--- src/rtl/system_pkg.sv ---
// Shared system-level definitions for the loader / RAM / dump-reader slice.
// Holds the default RAM geometry, the dump-reader FSM encoding and the
// top-level system_state encoding that sequences memory ownership.
package system_pkg;

  localparam int unsigned SYS_ADDR_WIDTH = 16;
  localparam int unsigned SYS_DATA_WIDTH = 16;

  // Dump-reader FSM encoding (values are fixed so that state dumps from
  // older captures remain readable).
  typedef enum logic [2:0] {
    DUMP_IDLE  = 3'd0,
    DUMP_ISSUE = 3'd1,
    DUMP_WAIT  = 3'd2,
    DUMP_HOLD  = 3'd3,
    DUMP_DONE  = 3'd4
  } dump_state_e;

  // System sequencing: the dump reader owns the RAM port only in DUMPING,
  // which follows EXECUTING.
  typedef enum logic [2:0] {
    SYS_RESET     = 3'd0,
    SYS_LOADING   = 3'd1,
    SYS_EXECUTING = 3'd2,
    SYS_DUMPING   = 3'd3,
    SYS_HALTED    = 3'd4
  } system_state_e;

endpackage

--- src/rtl/mem_dump_reader.sv ---
// mem_dump_reader: walks a contiguous RAM window after execution and streams
// each word out on a valid/ready interface, tagged with its address.
//
// Ports:
//   clock, reset         rising-edge clock, asynchronous active-high reset
//   start                one-cycle pulse, accepted only in IDLE or DONE
//   base_addr, length    dump window, sampled on the accepted start
//   mem_addr, mem_read   RAM read request (mem_read is one cycle per word)
//   mem_read_data        RAM data, valid MEM_LATENCY cycles after mem_read
//   out_valid/out_ready  output handshake
//   out_data, out_addr   dumped word and its address
//   busy                 high from accepted start until the last handshake
//   done                 one-cycle completion pulse
module mem_dump_reader
  import system_pkg::*;
#(
  parameter int unsigned ADDR_WIDTH  = SYS_ADDR_WIDTH,
  parameter int unsigned DATA_WIDTH  = SYS_DATA_WIDTH,
  parameter int unsigned MEM_LATENCY = 1
) (
  input  logic                  clock,
  input  logic                  reset,
  input  logic                  start,
  input  logic [ADDR_WIDTH-1:0] base_addr,
  input  logic [ADDR_WIDTH-1:0] length,
  output logic [ADDR_WIDTH-1:0] mem_addr,
  output logic                  mem_read,
  input  logic [DATA_WIDTH-1:0] mem_read_data,
  output logic                  out_valid,
  input  logic                  out_ready,
  output logic [DATA_WIDTH-1:0] out_data,
  output logic [ADDR_WIDTH-1:0] out_addr,
  output logic                  busy,
  output logic                  done
);

  localparam int unsigned LAT_W = 2;

  if (MEM_LATENCY < 1 || MEM_LATENCY > 4) begin : g_bad_latency
    $error("mem_dump_reader: MEM_LATENCY must be in 1..4");
  end

  dump_state_e           state_q,     state_d;
  logic [ADDR_WIDTH-1:0] cur_addr_q,  cur_addr_d;
  logic [ADDR_WIDTH-1:0] remaining_q, remaining_d;
  logic [LAT_W-1:0]      lat_cnt_q,   lat_cnt_d;
  logic [ADDR_WIDTH-1:0] mem_addr_q,  mem_addr_d;
  logic                  mem_read_q,  mem_read_d;
  logic                  out_valid_q, out_valid_d;
  logic [DATA_WIDTH-1:0] out_data_q,  out_data_d;
  logic [ADDR_WIDTH-1:0] out_addr_q,  out_addr_d;
  logic                  busy_q,      busy_d;
  logic                  done_q,      done_d;

  always_ff @(posedge clock or posedge reset) begin
    if (reset) begin
      state_q     <= DUMP_IDLE;
      cur_addr_q  <= '0;
      remaining_q <= '0;
      lat_cnt_q   <= '0;
      mem_addr_q  <= '0;
      mem_read_q  <= '0;
      out_valid_q <= '0;
      out_data_q  <= '0;
      out_addr_q  <= '0;
      busy_q      <= '0;
      done_q      <= '0;
    end else begin
      state_q     <= state_d;
      cur_addr_q  <= cur_addr_d;
      remaining_q <= remaining_d;
      lat_cnt_q   <= lat_cnt_d;
      mem_addr_q  <= mem_addr_d;
      mem_read_q  <= mem_read_d;
      out_valid_q <= out_valid_d;
      out_data_q  <= out_data_d;
      out_addr_q  <= out_addr_d;
      busy_q      <= busy_d;
      done_q      <= done_d;
    end
  end

  // All outputs are registered; mem_read/mem_addr are loaded on the edge that
  // enters ISSUE so the strobe is high for exactly the ISSUE cycle.
  always_comb begin
    state_d     = state_q;
    cur_addr_d  = cur_addr_q;
    remaining_d = remaining_q;
    lat_cnt_d   = lat_cnt_q;
    mem_addr_d  = mem_addr_q;
    mem_read_d  = 1'b0;
    out_valid_d = out_valid_q;
    out_data_d  = out_data_q;
    out_addr_d  = out_addr_q;
    busy_d      = busy_q;
    done_d      = 1'b0;

    case (state_q)
      DUMP_IDLE, DUMP_DONE: begin
        if (start) begin
          if (length != '0) begin
            cur_addr_d  = base_addr;
            remaining_d = length;
            busy_d      = 1'b1;
            mem_addr_d  = base_addr;
            mem_read_d  = 1'b1;
            state_d     = DUMP_ISSUE;
          end else begin
            done_d  = 1'b1;
            state_d = DUMP_DONE;
          end
        end
      end

      DUMP_ISSUE: begin
        lat_cnt_d = LAT_W'(MEM_LATENCY - 1);
        state_d   = DUMP_WAIT;
      end

      DUMP_WAIT: begin
        if (lat_cnt_q == '0) begin
          out_data_d  = mem_read_data;
          out_addr_d  = cur_addr_q;
          out_valid_d = 1'b1;
          state_d     = DUMP_HOLD;
        end else begin
          lat_cnt_d = lat_cnt_q - LAT_W'(1);
        end
      end

      DUMP_HOLD: begin
        if (out_ready) begin
          out_valid_d = 1'b0;
          remaining_d = remaining_q - ADDR_WIDTH'(1);
          if (remaining_q == ADDR_WIDTH'(1)) begin
            busy_d  = 1'b0;
            done_d  = 1'b1;
            state_d = DUMP_DONE;
          end else begin
            // Address wraps naturally at the register width.
            cur_addr_d = cur_addr_q + ADDR_WIDTH'(1);
            mem_addr_d = cur_addr_q + ADDR_WIDTH'(1);
            mem_read_d = 1'b1;
            state_d    = DUMP_ISSUE;
          end
        end
      end

      default: begin
        state_d = DUMP_IDLE;
      end
    endcase
  end

  assign mem_addr  = mem_addr_q;
  assign mem_read  = mem_read_q;
  assign out_valid = out_valid_q;
  assign out_data  = out_data_q;
  assign out_addr  = out_addr_q;
  assign busy      = busy_q;
  assign done      = done_q;

endmodule

--- config.mk ---
export PLATFORM = sky130hd
export DESIGN_NAME = mem_dump_reader
export DESIGN_NICKNAME = d
export VERILOG_FILES = /design/src/rtl/system_pkg.sv /design/src/rtl/mem_dump_reader.sv
export SDC_FILE = /design/constraint.sdc
export NUM_CORES = 1
export LEC_CHECK = 0
export BUFFER_PORTS_ARGS = -buffer_cell sky130_fd_sc_hd__buf_2
export CORE_MARGIN = 1.5
export CORE_UTILIZATION = 56
export DETAILED_ROUTE_END_ITERATION = 8
export PLACE_DENSITY_LB_ADDON = 0.2
export SYNTH_ARGS = -nofsm -noshare
export SYNTH_HDL_FRONTEND = slang
export SYNTH_SLANG_ARGS = --single-unit
--- constraint.sdc ---
create_clock -name clock -period 4.5 [get_ports clock]
set_input_delay 0.9 -clock clock [delete_from_list [all_inputs] [get_ports clock]]
set_output_delay 0.9 -clock clock [all_outputs]
set_load 0.01 [all_outputs]
==> impl_metrics.tcl, run 1 <==
set metrics [dict create \
    grt.overflow.total 0 \
    critPathCaptureType "flop" \
    worstSetupPathType "reg2reg" \
    rows 29 \
    h-tree-depth 3 \
    synthFlopType "dfrtp_1" \
    grt_setup_unrepaired "no" \
    syn_avg_cell_area_um2 9.93 \
    final.setup.worst_slack_ns 1.66 \
    hp-class "reg2reg" \
    clk-insertion-delay-late_ns 0.35 \
    die_h_um 84.3 \
    yosys_register_bits 73 \
    dieArea_um2 7110 \
    antenna_left 0 \
    final_util 0.698 \
    place_congestion 0.898 \
    grt_antenna_before_repair 0 \
    yosys_warnings 0 \
    ir_drop_v 0.000454 \
    startpoint_type "flop" \
    synth-edff-count 0 \
    area_growth_pct 20.4 \
    synthArstFlopShare 1.00 \
    synth_cells 373 \
    post_drt_wl_per_cell_um 16.0 \
    multi_input_area_um2 1740 \
    ioPinCount 104 \
    setup_viol 0 \
    initial_core_util 0.580 \
    core_area_um2 6390 \
    powerDensity_nw_per_um2 723 \
    cp_common_cell "nor2_1" \
    drt_iter0_drc 227 \
    nFillCells 497 \
    cts_hold_buf 0 \
    synth.distinct_cells 43 \
    nNetsFinal 525 \
    clk_path_buf_depth 2 \
    post-place-ws_ns 1.39 \
    fin_crit_sh 0.631 \
    diodes 0 \
    drt_pass1_iterations 5 \
    reg2reg_to "mem_addr[0]" \
    status "finished clean" \
    clock-sinks 73 \
    cts_buffers 9 \
    cp.arrival_ns 3.07 \
    clock-root-buffer "clkbuf_8" \
    syn-cell-area_um2 3700 \
    p_leak_nw 1.97 \
    slew_viol_final 0 \
    clkTransAtPathRegs_ns 0.08 \
    portBuffers 103 \
    cts_tree "done" \
    hold_violations 0 \
    maxCapViolCount 0 \
    skew_ns 0.0142 \
    crit_slowest_cell "nor4_1" \
    vias 3363 \
    syn_nets 429 \
    via_per_inst 6.10 \
    grt_max_degree 49 \
    cpPeakStageDelay_ns 0.70 \
    required_ns 4.73 \
    path_max_fanout 18 \
    hold_ws_ns 0.499 \
    timing.rr.start "remaining_q[2]" \
    routed_wl_um 8820 \
    cp_cell_sequence "nor4_1 > nand4_2 > nor2_1 > nor2_1 > o22a_1" \
    die_x_um 84.3 \
    final.setup.tns_ns 0 \
    reg2reg_depth 5 \
    grt_pass1_wl_um 14700 \
    cts_setup_buffers 0 \
    drc_errors 0 \
    crit_end "mem_addr[0]" \
    relSlewSlack 0.460 \
    grt_use_total 0.259 \
    min_from "out_addr[9]" \
    startpoint "remaining_q[2]" \
    seqCellArea_um2 1830 \
    clock.fmax_ghz 0.352 \
    synth_seq_area_share 0.493 \
    r2r_setup_slack_ns 1.66 \
    dp_hpwl_um 6140 \
    drive_gt1_frac 0.329 \
    cts_resized 0 \
    worst_pin_slew_ns 0.803 \
    finalCriticalPeriod_ns 2.84 \
    grt_pass1_vias 3033 \
]
==> kinds of logic after synthesis <==
kind of cell | count (synthesis) | synth area share
DFF | 73 | 0.493
buffers and inverters | 36 | 0.0379
AOI/OAI and AO/OA | 123 | 0.202
and+or+nand+nor | 103 | 0.150
adders and majority gates | 4 | 0.0135
muxes | 34 | 0.103
==> critical path: cells and delay by family (launching register included) <==
family | cells | cell delay [ns]
DFF | 1 | 0.46
AOI/OAI and AO/OA | 1 | 0.26
and+or+nand+nor | 4 | 2.01
==> stage by stage <==
stage / area (µm²) / total power, mW / cells
after floorplan: 3700 / 2.25 / 373
after global placement: 4260 / 2.66 / 535
after detailed placement: 4260 / 2.73 / 535
after CTS: 4460 / 3.24 / 551
after global routing: 4460 / 3.47 / 551
final: 4460 / 3.22 / 551
==> cell type report <==
cell class,instances,share of cell area
clock buffers,10,0.0286
clock inverters,6,0.0149
inverters,13,0.0109
multi-input cells,264,0.390
flip-flops and latches,73,0.410
well taps,77,0.0216
repair buffers,108,0.124
==> synth_stat cells, drive strengths merged, types with 4 or more instances <==
| cell type | count | area share |
|---|---|---|
| a21oi | 34 | 0.046 |
| a22oi | 6 | 0.012 |
| a2bb2oi | 10 | 0.024 |
| a32oi | 6 | 0.014 |
| and3 | 6 | 0.010 |
| buf | 4 | 0.0054 |
| clkbuf | 19 | 0.019 |
| dfrtp | 73 | 0.49 |
| ha | 4 | 0.014 |
| inv | 13 | 0.013 |
| mux2 | 32 | 0.097 |
| nand2 | 12 | 0.012 |
| nand2b | 4 | 0.0068 |
| nand3 | 15 | 0.020 |
| nand4 | 11 | 0.020 |
| nor2 | 23 | 0.023 |
| nor3 | 10 | 0.015 |
| nor4 | 8 | 0.014 |
| o21ai | 44 | 0.059 |
| o22ai | 7 | 0.012 |
==> sequential cells by signal, indices dropped and copies added (netlist names) <==
name	count
lat_cnt_q	2
mem_addr	16
out_valid	1
out_addr	16
done	1
remaining_q	16
out_data	16
state_q	3
mem_read	1
busy	1
==> power breakdown <==
part	internal [mW]	total [mW]	switching [mW]
Sequential	0.963	1.26	0.293
Clock	0.257	0.507	0.250
Combinational	0.664	1.46	0.795
Total	1.88	3.22	1.34
==> metal layers <==
metal / routed length [µm] / share of wire / global-route usage / up-vias
met5: 0 / 0 / 0 / -
met4: 135 / 0.015 / 0.0849 / 0
met3: 627 / 0.071 / 0.0551 / 12
met2: 4130 / 0.47 / 0.403 / 141
met1: 3920 / 0.45 / 0.364 / 1614
li1: - / - / - / 1596
==> cell usage in the layout (no fill, tap or decap), types with 10 or more instances in the layout <==
master       n
mux2_2      29
nor2_1      22
a2bb2oi_1   10
o21ai_0     39
inv_1       12
nand2_1     12
nand3_1     15
dfrtp_1     73
buf_2      103
nand4_1     10
a21oi_1     34
==> worst min path at each step <==
stage	to	cells after the start
6_report	out_addr[9]	1
5_1_grt	out_data[4]	1
4_1_cts	out_addr[1]	1
2_1_floorplan	lat_cnt_q[1]	1
3_3_place_gp	out_addr[1]	1
3_5_place_dp	out_addr[1]	1
Note: power is estimated with default switching activity, not from simulation.
==> run 2: changes to the inputs <==
--- a/config.mk
+++ b/config.mk
@@ -5,9 +5,10 @@
 export SDC_FILE = /design/constraint.sdc
 export NUM_CORES = 1
 export LEC_CHECK = 0
+export ABC_AREA = 1
 export BUFFER_PORTS_ARGS = -buffer_cell sky130_fd_sc_hd__buf_2
 export CORE_MARGIN = 1.5
-export CORE_UTILIZATION = 56
+export CORE_UTILIZATION = 48
 export DETAILED_ROUTE_END_ITERATION = 8
 export PLACE_DENSITY_LB_ADDON = 0.2
 export SYNTH_ARGS = -nofsm -noshare
==> constraint.sdc (replaced) <==
create_clock -name clock -period 2.45 [get_ports clock]
set_input_delay 0.49 -clock clock [delete_from_list [all_inputs] [get_ports clock]]
set_output_delay 0.49 -clock clock [all_outputs]
set_load 0.01 [all_outputs]
==> impl_metrics.tcl, run 2 <==
set metrics [dict create \
    drive_gt1_frac 0.250 \
    nNetsFinal 700 \
    clk-insertion-delay-late_ns 0.35 \
    relSlewSlack 0.669 \
    cp_cell_sequence "nor2_1 > nor2_2 > nor2_4 > nand2_4 > inv_6 > nand2_1 > nand2_1 > nand2_1" \
    area_growth_pct 20.8 \
    final_util 0.597 \
    synth_cells 540 \
    hp-class "in2async" \
    synth_most_common_cell "nand2_1" \
    antenna_left 0 \
    timing.rr.start "state_q[0]" \
    grt_setup_unrepaired "no" \
    cts_resized 0 \
    synthFlopType "dfrtp_1" \
    grt_max_degree 51 \
    synth.area.top_cells "dfrtp_1, nand2_1, nor2_1, nand3_1, mux2_2" \
    grt_antenna_before_repair 0 \
    setup_viol 0 \
    initial_core_util 0.494 \
    cpPeakStageDelay_ns 0.43 \
    grt_pass1_wl_um 16300 \
    r2r_setup_slack_ns 0.70 \
    cp.arrival_ns 1.99 \
    clock.fmax_ghz 0.570 \
    cts_buffers 9 \
    grt_use_total 0.231 \
    rows 33 \
    fin_crit_sh 0.716 \
    netlist.area_leader.share 0.450 \
    maxCapViolCount 0 \
    worst_pin_slew_ns 0.495 \
    dp_hpwl_um 7160 \
    multi_input_area_um2 1960 \
    final_cell_mix "nand2_1, buf_2, dfrtp_1, nor2_1, nand3_1" \
    h-tree-depth 3 \
    dieArea_um2 9020 \
    grt.overflow.total 0 \
    powerDensity_nw_per_um2 1340 \
    seqCellArea_um2 1830 \
    final_common_cell "nand2_1" \
    synthArstFlopShare 1.00 \
    hold_violations 0 \
    diodes 0 \
    clock-sinks 73 \
    crit_slowest_cell "dfrtp_1" \
    p_leak_nw 2.51 \
    finalCriticalPeriod_ns 1.75 \
    post_drt_wl_per_cell_um 13.0 \
    clkTransAtPathRegs_ns 0.08 \
    synth_seq_area_share 0.450 \
    cts_tree "done" \
    ioPinCount 104 \
    yosys_register_bits 73 \
    yosys-top-cells-count "nand2_1, dfrtp_1, nor2_1" \
    cts_hold_buf 0 \
    syn_avg_cell_area_um2 7.52 \
    clk_path_buf_depth 2 \
    via_per_inst 5.11 \
    drt_iter0_drc 148 \
    yosys.area.top_type "dfrtp_1" \
    clock-root-buffer "clkbuf_8" \
    path_max_fanout 16 \
    synth-edff-count 0 \
    portBuffers 103 \
    nFillCells 759 \
    die_x_um 95.0 \
    synth.distinct_cells 30 \
    drt_pass1_iterations 4 \
    syn-cell-area_um2 4060 \
    critPathCaptureType "flop" \
    yosys_warnings 0 \
    status "finished clean" \
    place_congestion 0.904 \
    final.setup.tns_ns 0 \
    vias 3848 \
    ir_drop_v 0.000669 \
    startpoint_type "flop" \
    cp_common_cell "nand2_1" \
    cts_setup_buffers 0 \
    worstSetupPathType "reg2reg" \
    skew_ns 0.0106 \
    reg2reg_depth 8 \
    drc_errors 0 \
    grt_pass1_vias 3630 \
    reg2reg_to "busy" \
    slew_viol_final 0 \
    syn_nets 596 \
    required_ns 2.69 \
    core_area_um2 8220 \
    routed_wl_um 9770 \
    die_h_um 95.0 \
]
[run 2: cell count changes after synthesis, sizes merged, moves of 7 or more]
cell | previous run | this run
a2bb2oi | 10 | 0
o21ai | 44 | 57
o22ai | 7 | 0
nor4 | 8 | 0
inv | 13 | 44
mux2 | 32 | 16
a21oi | 34 | 6
nand3 | 15 | 48
nand2 | 12 | 189
clkbuf | 19 | 7
nor2 | 23 | 65
[run 2: critical path: cells and delay by family (launching register included)]
family / cells / cell delay [ns]
buffers and inverters: 1 / 0.18
flip-flops: 1 / 0.43
AND/OR/NAND/NOR: 7 / 1.03
[run 2: per-stage QoR]
stage	instances	hold slack [ns]	area, µm²	setup WS (ns)	power, mW
6_report	753	0.153	4910	0.696	6.57
5_1_grt	753	0.195	4910	0.515	7.17
4_1_cts	753	0.168	4910	0.714	6.60
3_5_place_dp	738	0.468	4660	0.641	5.42
3_3_place_gp	738	0.461	4660	0.703	5.30
2_1_floorplan	540	0.460	4060	0.107	4.54
[run 2: cells by family after synthesis]
| group | after synthesis | share of synthesized area |
|---|---|---|
| AND/OR/NAND/NOR | 321 | 0.337 |
| flip-flops | 73 | 0.450 |
| AO/OA/AOI/OAI | 64 | 0.0850 |
| buffers and inverters | 60 | 0.0669 |
| multiplexers | 16 | 0.0444 |
| adder cells (fa/ha/maj) | 4 | 0.0123 |
| XOR/XNOR | 2 | 0.00431 |
[run 2: area by class of cell]
class	instances	share of cell area
clock buffer	10	0.0281
sequential	73	0.372
timing repair buffer	109	0.117
clock inverter	5	0.0212
tap	105	0.0268
multi-input combinational	407	0.400
inverter	44	0.0347
[run 2: worst max path at each step]
stage / from / endpoint / slack, ns / cells past startpoint
floorplan: reset / busy / 0.11 / 1
global placement: length[2] / mem_addr[5] / 0.70 / 9
detailed placement: length[10] / mem_addr[5] / 0.64 / 9
CTS: state_q[0] / busy / 0.71 / 8
global route: state_q[0] / busy / 0.52 / 8
finish: state_q[0] / busy / 0.70 / 8
[run 2: report_power, final]
group | switching (mW) | internal [mW]
clock network | 0.470 | 0.699
logic | 1.95 | 1.21
registers | 0.464 | 1.77
total | 2.89 | 3.68
[run 2: routing by layer]
metal  global-route usage  vias to the layer above  share of wire  wire (µm)
li1                     -                     1950              -          -
met1                0.284                     1790           0.44       4310
met2                0.407                       94           0.50       4880
met3               0.0459                       14          0.045        441
met4               0.0721                        0          0.014        133
met5                    0                        -              0          0
==> run 3: changes to the inputs <==
==> constraint.sdc (replaced) <==
create_clock -name clock -period 1.4 [get_ports clock]
set_input_delay 0.28 -clock clock [delete_from_list [all_inputs] [get_ports clock]]
set_output_delay 0.28 -clock clock [all_outputs]
set_load 0.01 [all_outputs]
==> impl_metrics.tcl, run 3 (same netlist as run 2, synthesis figures left out) <==
set metrics [dict create \
    ir_drop_v 0.00126 \
    drt_pass1_iterations 7 \
    grt.overflow.total 0 \
    portBuffers 103 \
    nNetsFinal 787 \
    drt_iter0_drc 222 \
    final_cell_mix "nand2_1, buf_2, buf_4, dfrtp_1, nor2_1" \
    post_drt_wl_per_cell_um 14.4 \
    relSlewSlack 0.691 \
    status "finished with violations" \
    grt_pass1_wl_um 18500 \
    clk_path_buf_depth 2 \
    critPathCaptureType "flop" \
    final.setup.tns_ns -4.14 \
    setup_viol 56 \
    diodes 0 \
    die_x_um 95.0 \
    area_growth_pct 46.5 \
    design_area_um2 5950 \
    dpl.cell_count 804 \
    clk-insertion-delay-late_ns 0.36 \
    fin_total_pwr_mw 14.0 \
    drive_gt1_frac 0.420 \
    grt_antenna_before_repair 0 \
    grt_pass1_vias 4012 \
    skew_ns 0.0167 \
    finalCriticalPeriod_ns 1.54 \
    slew_viol_final 0 \
    drc_errors 0 \
    post_dp_cell_area_um2 5200 \
    hp-class "in2reg" \
    clock-root-buffer "clkbuf_8" \
    multi_input_area_um2 2300 \
    initial_core_util 0.494 \
    powerDensity_nw_per_um2 2350 \
    path_max_fanout 5 \
    final.setup.worst_slack_ns -0.139 \
    vias 4362 \
    antenna_left 0 \
    maxCapViolCount 0 \
    routed_wl_um 12100 \
    rows 33 \
    clock-sinks 73 \
    seqCellArea_um2 1840 \
    grt_setup_unrepaired "yes" \
    via_per_inst 5.19 \
    die_h_um 95.0 \
    final_common_cell "nand2_1" \
    dieArea_um2 9020 \
    required_ns 1.68 \
    violations "negative setup slack" \
    post-place-ws_ns -0.140 \
    dp_hpwl_um 7930 \
    core_area_um2 8220 \
    nFillCells 637 \
    cts_tree "done" \
    fin_crit_sh 1.10 \
    clock.fmax_ghz 0.650 \
    cp.arrival_ns 1.82 \
    cts_buffers 9 \
    worst_pin_slew_ns 0.462 \
    worstSetupPathType "reg2reg" \
    final_cell_count_no_fill 841 \
    hold_violations 0 \
    place_congestion 0.874 \
    startpoint_type "flop" \
    clkTransAtPathRegs_ns 0.09 \
    h-tree-depth 3 \
    grt_max_degree 32 \
    p_leak_nw 2.99 \
    ioPinCount 104 \
    grt_use_total 0.265 \
]
## run 3: changes by cell type in the layout (fill, tap and decap cells not counted), sizes merged
cell         change
clkbuf           -1
dlygate4sd3      +1
buf             +82
inv              +1
bufinv           -2
nand2            +4
clkinv           +1
clkinvlp         +2
## run 3: worst paths after layout
| path | from | endpoint | slack, ns | depth (start not counted) |
|---|---|---|---|---|
| max | remaining_q[4] | mem_addr[9] | -0.14 | 8 |
| min | mem_read_data[3] | out_data[3] | 0.14 | 2 |
| max reg2reg | remaining_q[4] | mem_addr[9] | -0.14 | 8 |
| min reg2reg | out_addr[11] | out_addr[11] | 0.49 | 2 |
| max in group asynchronous | reset | remaining_q[6] | 0.40 | 4 |
| min in group asynchronous | reset | out_data[1] | 0.47 | 3 |
## run 3: metal layers
metal / global-route usage / up-vias / share of wire
met5: 0 / - / 0
met4: 0.0983 / 0 / 0.024
met2: 0.467 / 183 / 0.51
met3: 0.0427 / 26 / 0.063
met1: 0.323 / 2023 / 0.40
li1: - / 2130 / -
## run 3: repair_timing
action | in CTS | in global routing
gates cloned | 1 | 3
hold endpoints to repair | 16 | 0
endpoints found under the setup margin | 49 | 72
resized for setup | 41 | 67
buffers inserted | 8 | 11
pin swaps | 17 | 32
hold buffers | 1 | 0
## run 3: cell type report
class                      instances  area share
clock buffer                       9      0.0208
inverter                          44      0.0305
sequential                        73       0.309
tap                              105      0.0221
timing repair buffer             192       0.219
multi-input combinational        411       0.386
clock inverter                     7      0.0130
## run 3: critical path: stages (launching register included)
cell and delay [ns]:
dfrtp_1 0.45, nor2_4 0.19, nand2_4 0.08, nor2_2 0.12, nand2_2 0.10, nand3_4 0.21, buf_6 0.17, nand3_2 0.07
nand2_1 0.07
## run 3: per-stage QoR
stage                     hold WS, ns   util
after floorplan                 0.366      -
after global placement          0.315  0.633
after detailed placement        0.324  0.633
after CTS                       0.140  0.685
after global routing            0.133  0.724
final                           0.140  0.724
## run 3: report_power, final
| part | switching, mW | total, mW | leakage [nW] | internal, mW |
|---|---|---|---|---|
| Combinational | 4.59 | 8.34 | 2.00 | 3.75 |
| Clock | 0.890 | 1.73 | 0.100 | 0.839 |
| Sequential | 0.808 | 3.93 | 0.890 | 3.12 |
